<file path="config.mk">
export PLATFORM = sky130hd
export DESIGN_NAME = ram32x4_seg7_sys
export DESIGN_NICKNAME = d
export VERILOG_FILES = /design/src/rtl/ram32x4_pkg.sv /design/src/rtl/ram32x4_seg7_sys_seg7.sv /design/src/rtl/ram32x4_seg7_sys.sv
export SDC_FILE = /design/constraint.sdc
export NUM_CORES = 1
export LEC_CHECK = 0
export BUFFER_PORTS_ARGS = -buffer_cell sky130_fd_sc_hd__buf_2
export CORE_ASPECT_RATIO = 0.6
export CORE_MARGIN = 2
export CORE_UTILIZATION = 45
export DETAILED_ROUTE_END_ITERATION = 8
export SYNTH_ARGS = -nofsm -noshare
export SYNTH_HDL_FRONTEND = slang
export SYNTH_SLANG_ARGS = --single-unit
</file>
<file path="constraint.sdc">
create_clock -name clk -period 2.6 [get_ports clk]
set_input_delay 0.26 -clock clk [delete_from_list [all_inputs] [get_ports clk]]
set_output_delay 0.26 -clock clk [all_outputs]
set_load 0.05 [all_outputs]
</file>
<file path="src/rtl/ram32x4_pkg.sv">
// rtl/ram32x4_pkg.sv - shared constants, segment type and 0..F segment table for ram32x4_seg7_sys
package ram32x4_pkg;

   localparam int DATA_W = 4;

   typedef logic [6:0] seg_t;

   localparam seg_t SEG_BLANK = 7'h7F;

   // Active-low {g,f,e,d,c,b,a}; entry 15 is the top slice, entry 0 the bottom.
   localparam logic [15:0][6:0] SEG_TABLE = {
      7'h0E, 7'h06, 7'h21, 7'h46, 7'h03, 7'h08, 7'h10, 7'h00,
      7'h78, 7'h02, 7'h12, 7'h19, 7'h30, 7'h24, 7'h79, 7'h40
   };

endpackage

</file>
<file path="src/rtl/ram32x4_seg7_sys_seg7.sv">
// rtl/ram32x4_seg7_sys_seg7.sv - combinational hex digit to active-low 7-segment decoder
import ram32x4_pkg::*;

module seg7 (
   input  logic [3:0] val,
   output seg_t       seg
);

   assign seg = SEG_TABLE[val];

endmodule

</file>
<file path="src/rtl/ram32x4_seg7_sys.sv">
// rtl/ram32x4_seg7_sys.sv - flip-flop RAM with write-first registered read and 7-seg readout;
// HEX_BLANK_UNUSED_EN darkens hex3/hex1, otherwise they show "F".
import ram32x4_pkg::*;

module ram32x4_seg7_sys #(
   parameter int ADDR_W = 5
) (
   input  logic              clk,
   input  logic              reset,
   input  logic [ADDR_W-1:0] addr,
   input  logic [DATA_W-1:0] din,
   input  logic              w,
   output logic [DATA_W-1:0] dout,
   output seg_t              hex5,
   output seg_t              hex4,
   output seg_t              hex3,
   output seg_t              hex2,
   output seg_t              hex1,
   output seg_t              hex0
);

   localparam int DEPTH = 2 ** ADDR_W;

   logic [DATA_W-1:0] mem [DEPTH];
   logic [3:0]        addr_hi;

   always_ff @(posedge clk) begin
      if (reset) begin
         for (int i = 0; i < DEPTH; i++) begin
            mem[i] <= '0;
         end
         dout <= '0;
      end else if (w) begin
         // Same-address read during write returns the new data.
         mem[addr] <= din;
         dout      <= din;
      end else begin
         dout <= mem[addr];
      end
   end

   assign addr_hi = 4'(addr[ADDR_W-1:4]);

   seg7 u_hex5 (.val(addr_hi),   .seg(hex5));
   seg7 u_hex4 (.val(addr[3:0]), .seg(hex4));
   seg7 u_hex2 (.val(din),       .seg(hex2));
   seg7 u_hex0 (.val(dout),      .seg(hex0));

`ifdef HEX_BLANK_UNUSED_EN
   assign hex3 = SEG_BLANK;
   assign hex1 = SEG_BLANK;
`else
   seg7 u_hex3 (.val(4'hF), .seg(hex3));
   seg7 u_hex1 (.val(4'hF), .seg(hex1));
`endif

endmodule

</file>
==> Word level (Yosys, flattened, before mapping) <==
Memory sizes are Yosys's and may differ from the RTL's. A register that Yosys moved wholly into a read port is not among the register bits.
Index checks and enable logic that the tools add are counted.
{ "word_totals": {"regBits": 0, "ramBits": 128, "mem_bits_ro": 336, "inputBits": 12, "out_inout_bits": 46, "wordCells": 22, "mem_count": 4} }
{ "memory_table": {"columns": ["name", "depth", "word_bits", "rd", "rd_clocked_by_memory_dff", "wr", "line_no", "rtl"], "rows": [
  ["mem", 32, 4, 1, 1, 32, "ram32x4_seg7_sys.sv:24", "logic [DATA_W-1:0] mem [DEPTH];"],
  ["(name not given)", 16, 7, 1, 0, 0, "ram32x4_seg7_sys_seg7.sv:9", "assign seg = SEG_TABLE[val];"],
  ["(name not given)", 16, 7, 1, 0, 0, "ram32x4_seg7_sys_seg7.sv:9", null],
  ["(name not given)", 16, 7, 1, 0, 0, "ram32x4_seg7_sys_seg7.sv:9", null]
]} }
{ "classes": {"n_lt_le_gt_ge": 4, "n_mux": 13, "reduce_logical": 1} }
{ "op_table": {"columns": ["operator", "n"], "rows": [
  ["$mux W7", 4],
  ["$lt A4 B5 Y1 const B", 3],
  ["$mux W1", 6],
  ["$mux W6", 1],
  ["$lt A1 B5 Y1 const B", 1],
  ["$mux W5", 1],
  ["$mux W4", 1],
  ["$reduce_or A4 Y1", 1]
]} }

==> Depth between registers and ports, before layout <==
Gate-level depths: netlist of run 1.
{ "depth": {"ltp_word": 5, "mapped_depth": 8, "depth_no_buf": 5} }

==> Cells and area by module <==
From an unflattened synthesis of run 1, not the netlist that was laid out.
{ "unflattened": {"hier_cells": 681, "hier_area_um2": 7980.2} }
{ "modules_own_cells": {"columns": ["mod", "instances", "cells_each", "area_per_inst_um2", "seq_area_each_um2"], "rows": [
  ["ram32x4_seg7_sys", 1, 489, 6328.6, 3923.8],
  ["seg7", 6, 32, 275.3, 0.0]
]} }

==> Worst setup path after synthesis of run 1 <==
OpenSTA, ideal clock, no wires.
{ "synth_timing": {"path_type": "input -> output", "from": "in addr[1]", "to": "out hex4[0]", "t_arrival_ps": 2351, "required_time_ps": 2340, "path_slack_ps": -11, "cell_stages": 7, "n_path_buf": 3, "cell_sequence": "buf_6 > buf_6 > buf_4 > inv_1 > ha_1 > nor2b_1 > o31ai_1"} }
{ "synth_between": {"elab_chain_len": 2} }
{ "synth_lines": {"columns": ["element", "line_no", "rtl"], "rows": [
  ["start: declaration", "ram32x4_seg7_sys.sv:10", "input logic [ADDR_W-1:0] addr,"],
  ["$mem_v2 Z16 W7", null, null],
  ["$mux W7 (implied by the code)", "ram32x4_seg7_sys_seg7.sv:9", null],
  ["end: declaration", "ram32x4_seg7_sys.sv:15", "output seg_t hex4,"]
]} }
No other way between the ends. The select of a mux whose other input is x is not followed.

==> Worst setup path after layout of run 1 <==
{ "layout_timing": {"from": "reg dout[1] (read register of mem)", "to": "out hex0[0]"} }
{ "layout_between": {"elab_chain_len": 2} }
{ "layout_lines": {"columns": ["element", "line_no", "rtl"], "rows": [
  ["start: declaration", "ram32x4_seg7_sys.sv:13", "output logic [DATA_W-1:0] dout,"],
  ["$mem_v2 Z16 W7", null, null],
  ["$mux W7 (implied by the code)", "ram32x4_seg7_sys_seg7.sv:9", null],
  ["end: declaration", "ram32x4_seg7_sys.sv:19", "output seg_t hex0"]
]} }
No other way between the ends. The select of a mux whose other input is x is not followed.

==> metrics.md, run 1 <==
| Metric | Value |
|---|---|
| Outcome | `completed` |
| Final-report hold violation count | `0` |
| Placed insts | `828` |
| Core Util, Final | `roughly 53%` |
| Synth Instances | `611` |
| Max-slew violation count | `0` |
| Max FO, Critical Path | `6` |
| Critical path's largest stage delay | `460 ps` |
| DP Area | `approximately 0.0076 sq mm` |
| DR pass1 iterations | `6` |
| Critical Path End Type | `output pin` |
| Power Density | `684 mW/mm^2` |
| Unrepaired setup endpoints after global routing | `false` |
| Sequential fraction of the synthesis area | `between 50% and 60%` |
| Worst-Margin Slew | `913 ps` |
| Post-Syn Area | `about 0.007 sq mm` |
| Die Span Y | `a little over 100 um` |
| Startpoint types | `flip-flop` |
| Arr. time, crit path | `2100 ps` |
| Via Count | `5345` |
| Setup CP Type | `flip-flop to output pin` |
| Total of max-cap violations | `0` |
| Hold WC Path Type | `primary input to flip-flop` |
| Vias in the first global route | `just under 5000` |
| Peak VDD IR | `0.459 mV` |
| Initial antenna violation count | `0` |
| Comb pwr share | `between 10% and 20%` |
| Clock-pin slew on the worst setup and hold paths | `60 ps` |
| Initial Util | `46.3%` |
| Ys flop type | `edfxtp_1` |
| First-pass GRT wire length | `just under 30000 um` |
| GR Overflow Total | `0` |
| Fin nets | `slightly below 700` |
| Period Utilization, post-route | `90.7%` |
| Final setup violation count | `0` |
| Synthesized area per cell | `roughly 12 sq um` |
| Psw | `~1600 uW` |
| Cell leakage power | `around 0.0029 uW` |
| Int Pwr | `4020 uW` |
| Num rows | `35` |
| Worst hold margin | `around 140 ps` |
| Layout cells sized above 1 | `22.1%` |
| Clk root buf | `clkbuf_16` |
| Wire per inst | `around 22 um` |
| Critical Path, Cell by Cell | `inv_1 > ha_1 > nor2b_1 > or3b_2 > o21ai_0 > buf_2` |
| Iter 0 DRT Violations | `755` |
| Flop pwr share | `roughly 45%` |
| DIE WIDTH | `~170 um` |
| Postcts setup bufs | `0` |
| Non-filler instance count after layout | `860` |
| Yosys reg bits | `around 130` |
| Asr flop ratio synth | `0%` |
| Clock Skew | `9.18 ps` |
| RePlAce Congestion | `roughly 0.9` |
| Area Growth Syn to Fin | `14.6%` |
| Post-synth top area share | `around 54%` |
| Vias/cell | `6.22` |
| Clock power share | `40.3%` |
| GRT Total Usage | `between 20% and 30%` |
| Clk_lat worst skew | `410 ps` |
| Fmax | `424 MHz` |
| DIE AREA | `0.0170 sq mm` |
| Worst path slowest cell | `or3b_2` |
| Antenna-violating nets left | `0` |
| CTS Buf Count | `17` |
| Dpl hpwl | `around 13000 um` |
| DRC Markers | `0` |
| Synth area leader | `edfxtp_1` |
| CTS Buffer Depth | `2` |
| Pin count of the biggest net entering global routing | `slightly above 40` |
| Area contributors post-synth | `edfxtp_1 54%, nor3_1 8.2%, mux2i_1 4.8%` |
| I/O pin cnt | `between 50 and 60` |
| Routed WL | `between 15000 and 20000 um` |
| Sw frac | `between 20% and 30%` |
| Final Cell Area | `about 0.0082 sq mm` |
| EDFF count, synth | `roughly 130` |
| H-tree level count | `4` |
| Power consumption | `5620 uW` |
| CTS tree | `built` |
| Most common library cells after synthesis | `128 x edfxtp_1, 118 x nor3_1, 52 x clkbuf_1` |
| Post_cts resized | `0` |
| Most frequent cell after synthesis | `edfxtp_1` |
| Yosys warns | `0` |
| Required @ worst endpoint | `2340 ps` |
| Slew margin rel. | `a little under two fifths` |
| Hold-fix buffers at CTS | `0` |
| Core Area | `roughly 0.015 sq mm` |
| Antenna Cells | `0` |
| Port buffer count | `40` |
| Netlist cell types | `55` |
| Clock Sinks | `about 130` |
| Final min period | `between 2000 and 2500 ps` |
[path summary, 6_finish.rpt]
check,startpoint,end,slack (ps),depth (start not counted)
setup / recovery,dout[1]$_SDFF_PP0_,hex0[0],240,6
hold / removal,reset,dout[1]$_SDFF_PP0_,140,2
setup reg to reg,mem[20][0]$_SDFFCE_PN0P_,dout[0]$_SDFF_PP0_,390,4
hold reg to reg,mem[4][0]$_SDFFCE_PN0P_,dout[0]$_SDFF_PP0_,780,3
[sequential cells by signal, indices dropped and copies added, names as in the netlist]
name and cells:
dout 4, mem 128
[layer usage]
layer  global-route usage, %  share of wire, %
met3                    5.94                11
met5                       0                 0
met1                    36.8                46
met4                    6.76               1.3
met2                    31.3                41
[placed cells by master (no fill, tap or decap), types with 7 or more instances in the layout]
cell type | synthesis | final
clkbuf_16 | 0 | 17
a21oi_1 | 7 | 7
o21ai_0 | 36 | 36
nor4_1 | 20 | 20
nand3_1 | 14 | 14
nor2_1 | 15 | 15
buf_2 | 6 | 40
buf_4 | 23 | 47
inv_1 | 12 | 12
nand2_1 | 15 | 15
mux2i_1 | 34 | 34
nor3_1 | 118 | 118
conb_1 | 2 | 17
edfxtp_1 | 128 | 128
mux4_2 | 13 | 13
ha_1 | 17 | 17
[per-stage QoR]
step / setup slack [ps] / setup TNS, ps
after floorplan: 10.1 / 0
after global placement: -7.77 / -7.77
after detailed placement: -42.8 / -42.8
after CTS: 225 / 0
after global routing: 121 / 0
final: 241 / 0
[worst max-delay path, delay by kind of cell (launching register included)]
family / cells / cell delay (ps)
DFF: 1 / 380
buffers and inverters: 2 / 430
and+or+nand+nor: 2 / 540
AOI/OAI and AO/OA: 1 / 80
adders and majority gates: 1 / 250
[cells by family (layout without fill, tap and decap cells)]
group                      count (synthesis)  after routing  synth area share (%)
adders and majority gates                 17             17                  2.97
DFF                                      132            132                  54.8
and+or+nand+nor                          210            210                  15.2
muxes                                     58             58                  11.8
AOI/OAI and AO/OA                         84             84                  7.62
buffers and inverters                    108            139                  7.49
other                                      2             17                 0.105
[final cells by class]
type	count	area, sq um
Fill cell	1309	7250
Clock buffer	17	425
Timing Repair Buffer	92	653
Inverter	15	56.3
Multi-Input combinational cell	386	2760
Clock inverter	15	134
Sequential cell	132	3920
Tap cell	203	254
[power by group through the flow]
stage	sequential [uW]	clock, uW	combinational (uW)
after CTS	2500	2280	838
after global routing	2520	2380	899
after global placement	2550	0	823
after floorplan	2530	0	615
final	2500	2260	849
after detailed placement	2550	0	836
No activity file was read; power rests on OpenSTA's default activity.
==> run 2: changes to the inputs <==
--- a/config.mk
+++ b/config.mk
@@ -5,11 +5,12 @@
 export SDC_FILE = /design/constraint.sdc
 export NUM_CORES = 1
 export LEC_CHECK = 0
-export BUFFER_PORTS_ARGS = -buffer_cell sky130_fd_sc_hd__buf_2
 export CORE_ASPECT_RATIO = 0.6
 export CORE_MARGIN = 2
 export CORE_UTILIZATION = 45
 export DETAILED_ROUTE_END_ITERATION = 8
+export DONT_BUFFER_PORTS = 1
+export REMOVE_ABC_BUFFERS = 1
 export SYNTH_ARGS = -nofsm -noshare
 export SYNTH_HDL_FRONTEND = slang
 export SYNTH_SLANG_ARGS = --single-unit
==> run 2 against run 1 <==
Flip-flop and latch count did not move. Fmax fell by 2.1%. Non-clock buffer count fell by 42. Die area did not move. Setup slack got worse by 51 ps. Core utilization fell by 1.0 points. Final area fell by 1.9%. Sequential share of layout area rose by 0.94 points. Largest cell class unchanged.
==> metrics.md, run 2 (synthesis gave the netlist of run 1 again) <==
| Metric | Value |
|---|---|
| Outcome | `completed (unchanged)` |
| Core Area | `0.0155 sq mm (unchanged)` |
| GR Overflow Total | `0 (unchanged)` |
| Clk root buf | `clkbuf_16 (unchanged)` |
| I/O pin cnt | `58 (unchanged)` |
| Vias in the first global route | `4874 (was 4810)` |
| Slew margin rel. | `43.3% (was 37.6%)` |
| Port buffer count | `0 (was 40)` |
| Wire per inst | `22.5 um (was 22.1 um)` |
| Clock Skew | `5.88 ps (was 9.18 ps)` |
| Required @ worst endpoint | `2910 ps (was 2340 ps)` |
| DIE AREA | `0.0170 sq mm (unchanged)` |
| Core Util, Final | `52.1% (was 53.1%)` |
| RePlAce Congestion | `0.889 (was 0.910)` |
| GRT Total Usage | `22.4% (was 23.3%)` |
| Antenna Cells | `0 (unchanged)` |
| Startpoint types | `flip-flop (unchanged)` |
| Dpl hpwl | `11900 um (was 12900 um)` |
| Layout cells sized above 1 | `16.7% (was 22.1%)` |
| Max FO, Critical Path | `1 (was 6)` |
| CTS Buffer Depth | `2 (unchanged)` |
| DRC Markers | `0 (unchanged)` |
| Critical Path End Type | `flip-flop (was output pin)` |
| Routed WL | `18400 um (was 19000 um)` |
| DIE WIDTH | `167 um (unchanged)` |
| Final-report hold violation count | `0 (unchanged)` |
| Antenna-violating nets left | `0 (unchanged)` |
| Vias/cell | `6.27 (was 6.22)` |
| Arr. time, crit path | `2720 ps (was 2100 ps)` |
| CTS Buf Count | `17 (unchanged)` |
| Total of max-cap violations | `0 (unchanged)` |
| Worst Hold Depth | `2 (unchanged)` |
| Initial Util | `46.3% (unchanged)` |
| Num rows | `35 (unchanged)` |
| Top Registers | `mem: 128 flops, dout: 4 flops (unchanged)` |
| H-tree level count | `4 (unchanged)` |
| Via Count | `5131 (was 5345)` |
| Final Cell Area | `0.00805 sq mm (was 0.00821 sq mm)` |
| CTS tree | `built (unchanged)` |
| Most frequent cells in the layout | `128 x edfxtp_1, 118 x nor3_1, 39 x buf_4 (was 128 x edfxtp_1, 118 x nor3_1, 47 x buf_4)` |
| Pin count of the biggest net entering global routing | `57 (was 41)` |
| Fin nets | `631 (was 673)` |
| Max reg flops | `128 (unchanged)` |
| R2R cell count | `7 (was 4)` |
| Clock-pin slew on the worst setup and hold paths | `60 ps (about the same)` |
| Clock Sinks | `132 (unchanged)` |
| Fmax | `415 MHz (was 424 MHz)` |
| Final min period | `2410 ps (was 2360 ps)` |
| Clk_lat worst skew | `420 ps (was 410 ps)` |
| Worst-Margin Slew | `844 ps (was 913 ps)` |
| Iter 0 DRT Violations | `761 (was 755)` |
| Area Growth Syn to Fin | `12.4% (was 14.6%)` |
| First-pass GRT wire length | `28500 um (was 29400 um)` |
| Peak VDD IR | `0.316 mV (was 0.459 mV)` |
| Initial antenna violation count | `0 (unchanged)` |
| Hold WC Path Type | `primary input to flip-flop (unchanged)` |
| Setup TNS | `0 ps (unchanged)` |
| Die Span Y | `102 um (unchanged)` |
| Max-slew violation count | `0 (unchanged)` |
| DP Area | `0.00746 sq mm (was 0.00765 sq mm)` |
| Postcts setup bufs | `0 (unchanged)` |
| Final setup violation count | `0 (unchanged)` |
| Biggest register | `mem (unchanged)` |
| DR pass1 iterations | `6 (unchanged)` |
| Setup CP Type | `flip-flop to flip-flop (was flip-flop to output pin)` |
| Cell leakage power | `0.00271 uW (was 0.00287 uW)` |
| Period Utilization, post-route | `92.7% (was 90.7%)` |
| Unrepaired setup endpoints after global routing | `false (unchanged)` |
| Power Density | `689 mW/mm^2 (was 684 mW/mm^2)` |
| Most common cell after layout, fill and taps aside | `edfxtp_1 (unchanged)` |
run 2: critical path: stages (launching register included):
cell,delay [ps]
edfxtp_1,360
mux2i_1,340
mux4_2,320
nor3_1,40
a2111oi_1,380
buf_4,200
a221oi_1,70
dlygate4sd3_1,570
run 2: final cells by class:
class,count,area (sq um)
Fill cell,1326,7410
Multi-Input combinational cell,386,2780
Tap cell,203,254
Inverter,15,56.3
Clock buffer,17,425
Sequential cell,132,3920
Timing Repair Buffer,50,483
Clock inverter,15,133
run 2: final timing paths:
| path | to | slack, ps | from |
|---|---|---|---|
| max | dout[3]$_SDFF_PP0_ | 190 | mem[26][3]$_SDFFCE_PN0P_ |
| min | dout[2]$_SDFF_PP0_ | 30 | reset |
| max reg2reg | dout[3]$_SDFF_PP0_ | 190 | mem[26][3]$_SDFFCE_PN0P_ |
| min reg2reg | dout[2]$_SDFF_PP0_ | 870 | mem[31][2]$_SDFFCE_PN0P_ |
run 2: power by group:
part	leakage, uW	internal (uW)	switching [uW]	total, uW
logic	0.00120	249	532	781
clock network	0.000268	1320	950	2270
registers	0.00125	2450	46.1	2490
run 2: per-layer routing:
layer  wire (um)  up-vias  track usage [%]
met4         180        0             5.37
met3        1870       18             6.02
met1        8570     2544             34.3
met5           0        -                0
met2        7740      279             31.8
li1            -     2290                -
run 2: stage by stage:
stage | std cells | hold WS (ps) | total power, uW | setup WS, ps
after floorplan | 533 | 339 | 3040 | 15.9
after global placement | 783 | 345 | 3290 | 646
after detailed placement | 783 | 349 | 3300 | 568
after CTS | 818 | 10.8 | 5540 | 127
after global routing | 818 | 25.6 | 5700 | 14.4
final | 818 | 30.2 | 5540 | 190
run 2: repair_timing:
item                                    in CTS  in global routing
endpoints found under the setup margin       0                  1
gates resized for setup                      0                  1
hold buffers                                 3                  0
hold endpoints to repair                     2                  0
==> run 3: changes to the inputs <==
--- a/config.mk
+++ b/config.mk
@@ -10,6 +10,7 @@
 export CORE_UTILIZATION = 45
 export DETAILED_ROUTE_END_ITERATION = 8
 export DONT_BUFFER_PORTS = 1
+export PLACE_DENSITY = 0.64
 export REMOVE_ABC_BUFFERS = 1
 export SYNTH_ARGS = -nofsm -noshare
 export SYNTH_HDL_FRONTEND = slang
==> run 3 against run 2 <==
Wire length is 0.15% lower. Sequential power hardly changed. Fmax is 0.49% lower. Global-route usage hardly changed. Setup slack worse by 12 ps. Cell count stayed put. First-iteration DRC count is 18% lower. Clock-buffer cell count is 2 higher. Sequential share of layout area is 0.19 points lower.
==> metrics.md, run 3 (synthesis gave the netlist of run 1 again) <==
| Metric | Value |
|---|---|
| DP Worst Slack | `363 ps (was 568 ps)` |
| Fin nets | `631 (unchanged)` |
| First-pass GRT wire length | `28600 um (was 28500 um)` |
| GRT Total Usage | `22.5% (was 22.4%)` |
| Max FO, Critical Path | `1 (unchanged)` |
| Num rows | `35 (unchanged)` |
| Clk_lat worst skew | `420 ps (about the same)` |
| Worst-Margin Slew | `1110 ps (was 844 ps)` |
| I/O pin cnt | `58 (unchanged)` |
| Clock Sinks | `132 (unchanged)` |
| Fmax | `413 MHz (was 415 MHz)` |
| Via Count | `5087 (was 5131)` |
| Routed WL | `18300 um (was 18400 um)` |
| Iter 0 DRT Violations | `621 (was 761)` |
| Wire per inst | `22.4 um (was 22.5 um)` |
| R2R cell count | `7 (unchanged)` |
| Hold WC Path Type | `primary input to flip-flop (unchanged)` |
| Clock Skew | `8.12 ps (was 5.88 ps)` |
| DIE WIDTH | `167 um (unchanged)` |
| Vias in the first global route | `4748 (was 4874)` |
| Final min period | `2420 ps (was 2410 ps)` |
| Period Utilization, post-route | `93.1% (was 92.7%)` |
| Core Util, Final | `52.3% (was 52.1%)` |
| Slew margin rel. | `25.5% (was 43.3%)` |
| Setup CP Type | `flip-flop to flip-flop (unchanged)` |
| Critical Path End Type | `flip-flop (unchanged)` |
| Port buffer count | `0 (unchanged)` |
| Final setup violation count | `0 (unchanged)` |
| Most common cell after layout, fill and taps aside | `edfxtp_1 (unchanged)` |
| Clock-pin slew on the worst setup and hold paths | `60 ps (about the same)` |
| CTS Buf Count | `17 (unchanged)` |
| CTS tree | `built (unchanged)` |
| CTS Buffer Depth | `2 (unchanged)` |
| Placed insts | `783 (unchanged)` |
| Non-filler instance count after layout | `818 (unchanged)` |
| DRC Markers | `0 (unchanged)` |
| Final-report hold violation count | `0 (unchanged)` |
| GR Overflow Total | `0 (unchanged)` |
| Max reg flops | `128 (unchanged)` |
| Fin worst setup slack | `178 ps (was 190 ps)` |
| Vias/cell | `6.22 (was 6.27)` |
| Cell leakage power | `0.00273 uW (was 0.00271 uW)` |
| Pin count of the biggest net entering global routing | `57 (unchanged)` |
| DR pass1 iterations | `6 (unchanged)` |
| Arr. time, crit path | `2780 ps (was 2720 ps)` |
| Unrepaired setup endpoints after global routing | `false (unchanged)` |
| R2R setup slack | `180 ps (was 190 ps)` |
| Area Growth Syn to Fin | `12.9% (was 12.4%)` |
| Dpl hpwl | `12000 um (was 11900 um)` |
| Layout cells sized above 1 | `16.4% (was 16.7%)` |
| Power Density | `717 mW/mm^2 (was 689 mW/mm^2)` |
| Peak VDD IR | `0.368 mV (was 0.316 mV)` |
| Biggest register | `mem (unchanged)` |
| Clk root buf | `clkbuf_16 (unchanged)` |
| Initial Util | `46.3% (unchanged)` |
| Core Area | `0.0155 sq mm (unchanged)` |
| Outcome | `completed (unchanged)` |
| Post_cts resized | `0 (unchanged)` |
| Required @ worst endpoint | `2960 ps (was 2910 ps)` |
| Die Span Y | `102 um (unchanged)` |
| RePlAce Congestion | `0.899 (was 0.889)` |
| Setup TNS | `0 ps (unchanged)` |
| Total of max-cap violations | `0 (unchanged)` |
| H-tree level count | `4 (unchanged)` |
| Antenna-violating nets left | `0 (unchanged)` |
| Top Registers | `mem: 128 flops, dout: 4 flops (unchanged)` |
| Worst Hold Depth | `1 (was 2)` |
| Power consumption | `5800 uW (was 5540 uW)` |
| Most frequent cells in the layout | `128 x edfxtp_1, 118 x nor3_1, 41 x buf_4 (was 128 x edfxtp_1, 118 x nor3_1, 39 x buf_4)` |
| Startpoint types | `flip-flop (unchanged)` |
| Initial antenna violation count | `0 (unchanged)` |
| Antenna Cells | `0 (unchanged)` |
| Max-slew violation count | `0 (unchanged)` |
| DIE AREA | `0.0170 sq mm (unchanged)` |
-- run 3: critical path, cell delays in order, from the launching register on --
cell           delay (ps)
edfxtp_1              350
mux2i_1               140
mux4_2                490
nor3_1                280
a2111oi_0             130
buf_4                 170
a221oi_1              230
dlygate4sd3_1         570
-- run 3: worst paths after layout --
check,startpoint,end
setup / recovery,mem[10][3]$_SDFFCE_PN0P_,dout[3]$_SDFF_PP0_
hold / removal,addr[2],mem[24][3]$_SDFFCE_PN0P_
setup reg to reg,mem[10][3]$_SDFFCE_PN0P_,dout[3]$_SDFF_PP0_
hold reg to reg,mem[4][0]$_SDFFCE_PN0P_,dout[0]$_SDFF_PP0_
-- run 3: repair_timing --
item / 4_1_cts / 5_1_grt
setup buffers: 0 / 0
endpoints found under the setup margin: 0 / 0
endpoints found under the hold margin: 3 / 0
hold buffers: 3 / 0
-- run 3: per-layer routing --
| layer | vias up | share of wire, % | global-route usage, % |
|---|---|---|---|
| li1 | 2295 | - | - |
| met2 | 300 | 41 | 31.6 |
| met3 | 16 | 13 | 6.53 |
| met4 | 0 | 0.83 | 5.04 |
| met1 | 2476 | 45 | 34.3 |
| met5 | - | 0 | 0 |
-- run 3: power breakdown --
part | switching [uW] | leakage (uW) | internal, uW
clock network | 927 | 0.000291 | 1600
registers | 46.5 | 0.00125 | 2450
logic | 529 | 0.00118 | 244
-- run 3: per-stage QoR --
step	hold WS, ps	area (sq um)
after floorplan	339	6740
after global placement	344	7440
after detailed placement	349	7440
after CTS	24.4	8080
after global routing	23.7	8080
final	28.5	8080
-- run 3: final cells by class --
class	instances	area (sq um)
clock buffer	19	433
fill	1313	7380
multi-input combinational	386	2780
clock inverter	13	183
tap	203	254
timing repair buffer	50	458
inverter	15	56.3
sequential	132	3920
